[config.mk]
export PLATFORM = sky130hd
export DESIGN_NAME = piso_shift_tx_flat
export DESIGN_NICKNAME = d
export VERILOG_FILES = /design/src/rtl/piso_shift_tx_if.sv /design/src/rtl/piso_shift_tx.sv /design/src/flat_wrapper.sv
export SDC_FILE = /design/constraint.sdc
export NUM_CORES = 1
export LEC_CHECK = 0
export ABC_AREA = 1
export BUFFER_PORTS_ARGS = -buffer_cell sky130_fd_sc_hd__buf_2
export CAP_MARGIN = 10
export CELL_PAD_IN_SITES_DETAIL_PLACEMENT = 1
export CELL_PAD_IN_SITES_GLOBAL_PLACEMENT = 2
export CORE_MARGIN = 4
export CORE_UTILIZATION = 26
export DETAILED_ROUTE_END_ITERATION = 10
export GPL_TIMING_DRIVEN = 0
export MAX_ROUTING_LAYER = met4
export PLACE_DENSITY_LB_ADDON = 0.12
export RECOVER_POWER = 100
export SLEW_MARGIN = 20
export SYNTH_ARGS = -nofsm -noshare
export SYNTH_HDL_FRONTEND = slang
export SYNTH_SLANG_ARGS = --single-unit
[constraint.sdc]
create_clock -name clk -period 1.65 [get_ports clk]
set_input_delay 0 -clock clk [delete_from_list [all_inputs] [get_ports clk]]
set_output_delay 0 -clock clk [all_outputs]
set_load 0.02 [all_outputs]
[src/rtl/piso_shift_tx_if.sv]
// piso_shift_tx_if: handshake and serial bundle for piso_shift_tx.
// master drives start/din; slave returns ready, sout, sout_valid, done.
interface piso_shift_tx_if #(
    parameter int N = 4
);
    logic         start;
    logic [N-1:0] din;
    logic         ready;
    logic         sout;
    logic         sout_valid;
    logic         done;

    modport master (
        output start,
        output din,
        input  ready,
        input  sout,
        input  sout_valid,
        input  done
    );

    modport slave (
        input  start,
        input  din,
        output ready,
        output sout,
        output sout_valid,
        output done
    );
endinterface

[src/rtl/piso_shift_tx.sv]
// piso_shift_tx: parallel-in/serial-out transmitter, MSB first, each bit
// held BIT_TICKS cycles, then a one-cycle done pulse.
// Ports: clk; reset (synchronous, active-low);
//   bus (piso_shift_tx_if.slave): start, din in; ready, sout,
//   sout_valid, done out. All outputs decode from registered state.
// Option: define PISO_SHIFT_TX_PARITY_EN to append an even-parity bit.
module piso_shift_tx #(
    parameter int N         = 4,
    parameter int BIT_TICKS = 1
) (
    input  logic           clk,
    input  logic           reset,
    piso_shift_tx_if.slave bus
);
    localparam int BW = (N > 1) ? $clog2(N) : 1;
    localparam int TW = (BIT_TICKS > 1) ? $clog2(BIT_TICKS) : 1;
    localparam logic [BW-1:0] BIT_LAST  = BW'(N - 1);
    localparam logic [TW-1:0] TICK_LAST = TW'(BIT_TICKS - 1);

`ifdef PISO_SHIFT_TX_PARITY_EN
    typedef enum logic [1:0] {
        IDLE,
        SHIFT,
        PARITY,
        DONE
    } state_t;
`else
    typedef enum logic [1:0] {
        IDLE,
        SHIFT,
        DONE
    } state_t;
`endif

    state_t        state;
    state_t        state_d;
    logic [N-1:0]  shreg;
    logic [N-1:0]  shreg_d;
    logic [BW-1:0] bit_cnt;
    logic [BW-1:0] bit_d;
    logic [TW-1:0] tick_cnt;
    logic [TW-1:0] tick_d;
    logic          tick_last;
    logic          sout_d;

`ifdef PISO_SHIFT_TX_PARITY_EN
    logic          par_q;
    logic          par_d;
`endif

    // State registers
    always_ff @(posedge clk) begin
        if (!reset) begin
            state    <= IDLE;
            shreg    <= '0;
            bit_cnt  <= '0;
            tick_cnt <= '0;
`ifdef PISO_SHIFT_TX_PARITY_EN
            par_q    <= 1'b0;
`endif
        end else begin
            state    <= state_d;
            shreg    <= shreg_d;
            bit_cnt  <= bit_d;
            tick_cnt <= tick_d;
`ifdef PISO_SHIFT_TX_PARITY_EN
            par_q    <= par_d;
`endif
        end
    end

    // With BIT_TICKS==1 TICK_LAST is 0, so tick_last is always true
    // and the tick counter never leaves 0.
    assign tick_last = (tick_cnt == TICK_LAST);

    // Next-state logic
    always_comb begin
        state_d = state;
        shreg_d = shreg;
        bit_d   = bit_cnt;
        tick_d  = tick_cnt;
`ifdef PISO_SHIFT_TX_PARITY_EN
        par_d   = par_q;
`endif
        unique case (state)
            IDLE: begin
                if (bus.start) begin
                    shreg_d = bus.din;
                    bit_d   = '0;
                    tick_d  = '0;
                    state_d = SHIFT;
`ifdef PISO_SHIFT_TX_PARITY_EN
                    par_d   = ^bus.din;
`endif
                end
            end
            SHIFT: begin
                if (tick_last) begin
                    tick_d  = '0;
                    shreg_d = {shreg[N-2:0], 1'b0};
                    if (bit_cnt == BIT_LAST) begin
`ifdef PISO_SHIFT_TX_PARITY_EN
                        state_d = PARITY;
`else
                        state_d = DONE;
`endif
                    end else begin
                        bit_d = bit_cnt + 1'b1;
                    end
                end else begin
                    tick_d = tick_cnt + 1'b1;
                end
            end
`ifdef PISO_SHIFT_TX_PARITY_EN
            PARITY: begin
                if (tick_last) begin
                    tick_d  = '0;
                    state_d = DONE;
                end else begin
                    tick_d = tick_cnt + 1'b1;
                end
            end
`endif
            DONE: begin
                state_d = IDLE;
            end
            default: begin
                state_d = IDLE;
            end
        endcase
    end

    // Output decode (Moore)
    always_comb begin
        sout_d = 1'b0;
        unique case (state)
            SHIFT:   sout_d = shreg[N-1];
`ifdef PISO_SHIFT_TX_PARITY_EN
            PARITY:  sout_d = par_q;
`endif
            default: sout_d = 1'b0;
        endcase
    end

    assign bus.ready = (state == IDLE);
    assign bus.done  = (state == DONE);
    assign bus.sout  = sout_d;
`ifdef PISO_SHIFT_TX_PARITY_EN
    assign bus.sout_valid = (state == SHIFT) || (state == PARITY);
`else
    assign bus.sout_valid = (state == SHIFT);
`endif

endmodule
[src/flat_wrapper.sv]
// flat-port wrapper written by rule: the top's interface ports become plain ports
module piso_shift_tx_flat 
#(
    parameter int N         = 4,
    parameter int BIT_TICKS = 1
)
  (clk, reset, bus_start, bus_din, bus_ready, bus_sout, bus_sout_valid, bus_done);
  piso_shift_tx_if #(.N(N)) bus_i ();
  input  logic clk;
  input  logic reset;
  input wire logic [$bits(bus_i.start)-1:0] bus_start;
  input wire logic [$bits(bus_i.din)-1:0] bus_din;
  output wire logic [$bits(bus_i.ready)-1:0] bus_ready;
  output wire logic [$bits(bus_i.sout)-1:0] bus_sout;
  output wire logic [$bits(bus_i.sout_valid)-1:0] bus_sout_valid;
  output wire logic [$bits(bus_i.done)-1:0] bus_done;
  assign bus_i.start = bus_start;
  assign bus_i.din = bus_din;
  assign bus_ready = bus_i.ready;
  assign bus_sout = bus_i.sout;
  assign bus_sout_valid = bus_i.sout_valid;
  assign bus_done = bus_i.done;
  piso_shift_tx #(.N(N), .BIT_TICKS(BIT_TICKS)) u_core (.clk(clk), .reset(reset), .bus(bus_i));
endmodule
# [Word-level counts from Yosys, hierarchy flattened]
# Cells that the tools add are included.
[totals] reg_bits=9 in_bits=7 output_inout_bits=4 word_cells=34
[classes] add_sub_neg=2 n_eq_ne=7 mux=15 reduce_logical=6
[ops] operator="$mux W2" n=6
[ops] operator="$mux W4" n=2
[ops] operator="$pmux W2 S2" n=2
[ops] operator="$pmux W4 S2" n=1
[ops] operator="$ne A2 B2 Y1 const B" n=3
[ops] operator="$reduce_and A3 Y1" n=2
[ops] operator="$eq A2 B2 Y1 const B" n=2
[ops] operator="$reduce_and A4 Y1" n=1
[ops] operator="$mux W1" n=3
[ops] operator="$add A2 B1 Y2 const B" n=1
[ops] operator="$eq A2 B1 Y1 const B" n=1
[ops] operator="$logic_not A2 Y1" n=1
[ops] operator="$ne A2 B1 Y1 const B" n=1
[ops] operator="$pmux W1 S2" n=1
[ops] operator="$reduce_and A2 Y1" n=1
[ops] operator="$reduce_bool A2 Y1" n=1
[ops] operator="$add A1 B1 Y1 const B" n=1

# [Depth between registers and ports, before layout]
# Gate-level depths: netlist of the first run.
[logic_depth] depth_word=4 mapped_depth=6 depth_no_buf=6

# [Worst setup path after synthesis of the first run]
# OpenSTA, ideal clock, no wires.
[synth_timing] path_type="register to register" start="register u_core.state[0]" end="register u_core.bit_cnt[0]" setup_time_ps=115 arrival_time_ps=965 t_required_ps=1535 path_slack_ps=570 path_stages_with_launch=5 n_path_buf=0 period_less_slack_ps=1080 path_cell_list="dfxtp_1 nor2_2 nand2_2 a21oi_1 nor2_1"
[synth_via] elab_chain_cells=3 elab_cells_between_ends=8 classes_between="4 x eq/ne; 1 x mux; 3 x reduce/logical"
[synth_lines] element="start: declaration" line_no="piso_shift_tx.sv:35" text="state_t state;"
[synth_lines] element="start signal: assignment" line_no="piso_shift_tx.sv:62" text="state <= state_d;"
[synth_lines] element="$logic_not A2 Y1 *"
[synth_lines] element="via bus_ready" line_no="flat_wrapper.sv:13" text="output wire logic [$bits(bus_i.ready)-1:0] bus_ready;"
[synth_lines] element="$ne A2 B2 Y1 (no source line) or $reduce_bool A2 Y1 (tied branches)"
[synth_lines] element="$reduce_and A4 Y1 (no source line)"
[synth_lines] element="end signal: assignment" line_no="piso_shift_tx.sv:64" text="bit_cnt <= bit_d;"
[synth_lines] element="end: declaration" line_no="piso_shift_tx.sv:39" text="logic [BW-1:0] bit_cnt;"
# The timed path passes the listed nets; every way through them passes the cells marked *.
# A chain may end at the register's enable or synchronous reset.

# [Worst setup path after layout of the first run]
[layout_timing] start="register u_core.state[1]" end="output bus_sout"
[layout_via] elab_chain_cells=2
[layout_lines] element="$eq A2 B1 Y1" line_no="piso_shift_tx.sv:136" text="unique case (state)"
[layout_lines] element="$mux W1" line_no="piso_shift_tx.sv:136"
[layout_lines] element="end: declaration" line_no="flat_wrapper.sv:14" text="output wire logic [$bits(bus_i.sout)-1:0] bus_sout;"
# No other way between the ends.

==> flow_metrics.tcl, run 1 <==
set metrics [dict create \
    power.combinational.fraction_pct 20.9 \
    detailedRoute.firstIterationViolations 4 \
    worst-path-stages 4 \
    finalCritPeriodShare_pct 80.3 \
    synth_top_area_share_pct 39.4 \
    synth.largest_area_cell "dfxtp_1" \
    area_added_between_synthesis_and_finish_pct 20.6 \
    grtUsageMet3_pct 2.26 \
    synth-edff-count 0 \
    post_route_cells_drive_above_1_share_pct 18.4 \
    slew_violations 0 \
    syn-instance-count 63 \
    antenna_found_initial 0 \
    tightestPinTransition_ns 0.309 \
    grt_start_max_net_pins 8 \
    setup-tns-final_ns 0 \
    die_h_um 47.5 \
    clk_latency_ns 0.26 \
    die_x_um 47.5 \
    synth.avg_cell_area_um2 6.45 \
    cts-root-buf "clkbuf_4" \
    cts_buffer_depth 2 \
    p_clk_share_pct 32.8 \
    irDropWorstVdd_uv 396 \
    grt_first_pass_wirelength_um 1680 \
    critPathKind "flop to primary output" \
    worst-endpoint-arrival_ns 1.32 \
    leading_cell_types_by_total_area_after_synthesis "dfxtp_1, nand2_1, nor2_1" \
    synth_nets 71 \
    total_switching_power_mw 0.147 \
    peak_per_stage_delay_on_the_critical_path_ns 0.35 \
    initial_core_util_pct 27.3 \
    drt_first_pass_iters 2 \
    synth.cell_area_um2 407 \
    async_reset_ff_share_pct 0 \
    grt.total_usage_pct 11.6 \
    row_count 14 \
    groute.layer.met1.usage_pct 13.6 \
    core_region_area_um2 1490 \
    pwr-share-seq_pct 46.3 \
    slew-limit-headroom_pct 79.4 \
    final-setup-viol-count 0 \
    detailed_placement_wirelength_estimate_um 791 \
    synth_seq_cells 8 \
    p_leak_nw 0.245 \
    fillers 212 \
    worst_path_max_delay_cell "dfxtp_1" \
    hold_depth 3 \
    status "completed" \
    period_minus_slack_ns 1.32 \
    post_dp_cell_area_um2 477 \
    yosys_warnings 0 \
    intPower_mw 0.329 \
    detail_route.vias_per_cell 4.49 \
    post_cts.repair.setup_buffers 0 \
    setup.worst_path.end_class "primary output" \
    synth_ff_type "dfxtp_1" \
    synth_most_common_cell "nand2_1" \
    grt_pass1_vias 385 \
    avgRoutedWirePerCell_um 10.9 \
    layout.nets 86 \
    final-seq-area_um2 160 \
    grt_most_used_layer "met2" \
    number_of_levels_in_the_clock_h_tree 1 \
    hold_buffers 0 \
    numCtsBuffers 3 \
    timing.max_cap.violations 0 \
    holdCritPathClass "input port to flop" \
    globalRoute.totalOverflow 0 \
    critical_path.cell_chain "inv_1 -> nand2_1 -> nor2_1 -> clkbuf_1" \
    timing.fmax_mhz 755 \
    portBuffers 10 \
    finalHoldViolations 0 \
    cp_num_buf_inv 2 \
    design.portCount 11 \
    yosys-top-cells-count "nand2_1, nor2_1, dfxtp_1, inv_1" \
    power_density_nw_per_um2 971 \
    post_cts.resized_instances 0 \
    route.detailed.drc 0 \
    detailroute.via_count 413 \
    drt.antenna.violating_nets 0 \
    use_met2_pct 16.8 \
    diodes 0 \
    peak_fanout_along_the_critical_path 7 \
    timing.critical_path.max_delay_family "buffers and inverters" \
    rsz0062_at_grt "false" \
    critPathRequiredTime_ns 1.65 \
    final_design_area_no_fill_um2 490 \
    swShare_pct 30.8 \
    worst_clock_skew_ns 0.00187 \
    cts.reportedPaths.clkPinSlew_ns 0.06 \
    routed_wirelength_um 1000 \
    cts_sinks 8 \
    fp.dieArea_um2 2260 \
    gp_routability_congestion 0.654 \
    tritoncts_clock_tree "done" \
    worst_setup_path_start_kind "flop" \
    r2r.worst_path.cells 5 \
    synth_seq_area_share_pct 39.4 \
    synth.lib_cells_used.distinct 13 \
    multi_input_comb_area_um2 204 \
]
registers in the layout, indices dropped and copies added, names as in the netlist:
signal and count:
u_core.bit_cnt 2, u_core.state 2, u_core.shreg 4
placed cells by master, fill, tap and decap left out:
cell      count
nand2_1      19
nor2_1       13
inv_1         9
dfxtp_1       8
buf_2         7
nand3_1       4
a21oi_1       4
clkbuf_4      3
clkbuf_1      3
inv_2         1
nor2_4        1
nand2_2       1
o21ai_2       1
nor3_1        1
ha_1          1
routing by layer:
layer  routed length, um  up-vias
li1                    -      218
met1                 458      180
met2                 443       11
met3                  70        4
met4                  27        0
met5                   0        -
power groups by stage:
stage          Combinational, mW  Clock [mW]  Sequential [mW]
2_1_floorplan             0.0729           0            0.223
6_report                  0.0994       0.156            0.221
5_1_grt                    0.116       0.175            0.224
4_1_cts                    0.104       0.166            0.222
3_5_place_dp               0.103           0            0.226
3_3_place_gp               0.101           0            0.226
path summary, 6_finish.rpt:
| check | startpoint | slack (ns) | to |
|---|---|---|---|
| setup reg to reg | u_core.state[1] | 0.51 | u_core.bit_cnt[1] |
| hold reg to reg | u_core.shreg[0] | 0.47 | u_core.shreg[0] |
| hold / removal | bus_din[0] | 0.01 | u_core.shreg[0] |
| setup / recovery | u_core.state[1] | 0.33 | bus_sout |
stage by stage:
stage	std cells	hold WS (ns)	power [mW]	setup slack [ns]	util, %
after floorplan	63	0.121	0.296	0.570	-
after CTS	92	0.00830	0.492	0.448	33.5
after global placement	89	0.289	0.327	0.557	32.0
after global routing	92	0.0248	0.515	0.203	32.9
final	92	0.0118	0.476	0.325	32.9
after detailed placement	89	0.287	0.329	0.535	32.0
final cells by class:
class,instances,share of cell area (%)
Timing Repair Buffer,10,9.44
Clock buffer,3,4.59
Multi-Input combinational cell,45,41.6
Tap cell,16,4.08
Inverter,10,7.65
Sequential cell,8,32.7
worst reg2reg max path, stage by stage (launching register included):
cell     delay [ns]
dfxtp_1        0.40
inv_1          0.12
nand2_1        0.24
nor2_1         0.09
a21oi_1        0.13
nor2_1         0.06
cell families (layout without fill, tap and decap cells):
logic type                 Yosys count  in the layout  synth area share (%)
AOI/OAI and AO/OA                    5              5                  7.08
adders and majority gates            1              1                  3.08
DFF                                  8              8                  39.4
buffers and inverters               10             23                  9.23
and+or+nand+nor                     39             39                  41.2
Power figures use the tool's default switching activity.
==> run 2, diff against run 1 <==
--- a/config.mk
+++ b/config.mk
@@ -11,7 +11,7 @@
 export CELL_PAD_IN_SITES_DETAIL_PLACEMENT = 1
 export CELL_PAD_IN_SITES_GLOBAL_PLACEMENT = 2
 export CORE_MARGIN = 4
-export CORE_UTILIZATION = 26
+export CORE_UTILIZATION = 24
 export DETAILED_ROUTE_END_ITERATION = 10
 export GPL_TIMING_DRIVEN = 0
 export MAX_ROUTING_LAYER = met4
==> constraint.sdc (replaced) <==
create_clock -name clk -period 1.3 [get_ports clk]
set_input_delay 0 -clock clk [delete_from_list [all_inputs] [get_ports clk]]
set_output_delay 0 -clock clk [all_outputs]
set_load 0.02 [all_outputs]
==> run 2 against run 1 <==
Net effect: core utilization is 1.5 points lower; critical path type unchanged; count of clock-buffer cells in the layout stayed put; total power is 25% higher; highest routed layer unchanged.
==> flow_metrics.tcl, run 2 (synthesis gave the netlist of run 1 again) <==
set metrics [dict create \
    critPathKind "flop to primary output" \
    rsz0062_at_grt "false" \
    placed_cells 89 \
    tritoncts_clock_tree "done" \
    row_count 14 \
    grt_pass1_vias 362 \
    grt.total_usage_pct 8.97 \
    numCtsBuffers 3 \
    period_minus_slack_ns 1.13 \
    die_x_um 49.2 \
    post_cts.resized_instances 0 \
    clk_latency_ns 0.25 \
    cts.reportedPaths.clkPinSlew_ns 0.05 \
    peak_fanout_along_the_critical_path 7 \
    status "completed" \
    irDropWorstVdd_uv 485 \
    fp.dieArea_um2 2420 \
    cp_num_buf_inv 1 \
    detailroute.via_count 397 \
    slew-limit-headroom_pct 67.3 \
    die_h_um 49.2 \
    initial_core_util_pct 26.1 \
    hold_buffers 0 \
    timing.critical_path.max_delay_family "flip-flops" \
    setup-tns-final_ns 0 \
    diodes 0 \
    drt_first_pass_iters 2 \
    drt.antenna.violating_nets 0 \
    number_of_levels_in_the_clock_h_tree 1 \
    power_density_nw_per_um2 1210 \
    route.detailed.drc 0 \
    timing.max_cap.violations 0 \
    peak_per_stage_delay_on_the_critical_path_ns 0.43 \
    grt_first_pass_wirelength_um 1650 \
    final-setup-viol-count 0 \
    largest_register "u_core.shreg" \
    slew_violations 0 \
    post_route_cells_drive_above_1_share_pct 21.1 \
    mostFrequentLayoutCells "nand2_1, nor2_1, inv_1, dfxtp_1, buf_2" \
    largest_registers "u_core.shreg (4), u_core.bit_cnt (2), u_core.state (2)" \
    tightestPinTransition_ns 0.488 \
    holdCritPathClass "input port to flop" \
    final_critical_path_setup_slack_ns 0.167 \
    globalRoute.totalOverflow 0 \
    worst_clock_skew_ns 0.00261 \
    critical_path.cell_chain "nand2_2 -> nor2_1 -> clkbuf_2" \
    final_cell_count_no_fill 92 \
    finalHoldViolations 0 \
    avgRoutedWirePerCell_um 10.6 \
    fin_worst_hold_slack_ns 0.0266 \
    area_added_between_synthesis_and_finish_pct 20.6 \
    routed_wirelength_um 978 \
    cts-root-buf "clkbuf_4" \
    largest_register_ffs 4 \
    portBuffers 10 \
    dp_slack_ns 0.180 \
    design.portCount 11 \
    final_common_cell "nand2_1" \
    gp_routability_congestion 0.684 \
    layout.nets 86 \
    p_leak_nw 0.247 \
    cts_buffer_depth 2 \
    worst_setup_path_start_kind "flop" \
    setup.worst_path.end_class "primary output" \
    core_region_area_um2 1560 \
    antenna_found_initial 0 \
    timing.fmax_mhz 883 \
    detailed_placement_wirelength_estimate_um 781 \
    detailedRoute.firstIterationViolations 1 \
    grt_start_max_net_pins 8 \
    worst-endpoint-arrival_ns 1.13 \
    critPathRequiredTime_ns 1.30 \
    cts_sinks 8 \
    finalCritPeriodShare_pct 87.1 \
    post_cts.repair.setup_buffers 0 \
    detail_route.vias_per_cell 4.32 \
    worst_path_max_delay_cell "dfxtp_1" \
]
[run 2: worst reg2reg max path, delay by kind of cell (launching register included)]
family	cells	cell delay [ns]
and+or+nand+nor	3	0.22
DFF	1	0.36
AOI/OAI and AO/OA	1	0.44
[run 2: final timing paths]
| kind | from | to | slack, ns | depth (start not counted) |
|---|---|---|---|---|
| setup reg to reg | u_core.state[0] | u_core.shreg[2] | 0.18 | 4 |
| setup / recovery | u_core.state[0] | bus_sout | 0.17 | 3 |
| hold reg to reg | u_core.shreg[0] | u_core.shreg[0] | 0.46 | 2 |
| hold / removal | bus_din[0] | u_core.shreg[0] | 0.03 | 3 |
[run 2: cell type report]
class	count	area [um^2]
sequential	8	160
clock buffer	3	22.5
tap	16	20.0
fill	214	1070
inverter	10	37.5
timing repair buffer	10	47.5
multi-input combinational	45	203
[run 2: through the flow]
stage          util (%)  power (mW)  instance area (um^2)
2_1_floorplan         -       0.376                   407
3_3_place_gp       30.6       0.416                   477
3_5_place_dp       30.6       0.419                   477
4_1_cts            32.0       0.610                   499
5_1_grt            31.5       0.640                   490
6_report           31.5       0.593                   490
[run 2: routing by layer]
metal / vias to the layer above / wire, um / track usage (%)
li1: 219 / - / -
met1: 164 / 498 / 12.9
met2: 12 / 404 / 11.2
met3: 2 / 61 / 2.45
met4: 0 / 14 / 4.27
met5: - / 0 / -
[run 2: report_power, final]
| group | switching (mW) | total, mW | internal (mW) |
|---|---|---|---|
| Sequential | 0.0141 | 0.280 | 0.266 |
| Combinational | 0.0802 | 0.127 | 0.0463 |
| Clock | 0.0807 | 0.186 | 0.105 |
| Total | 0.175 | 0.593 | 0.418 |
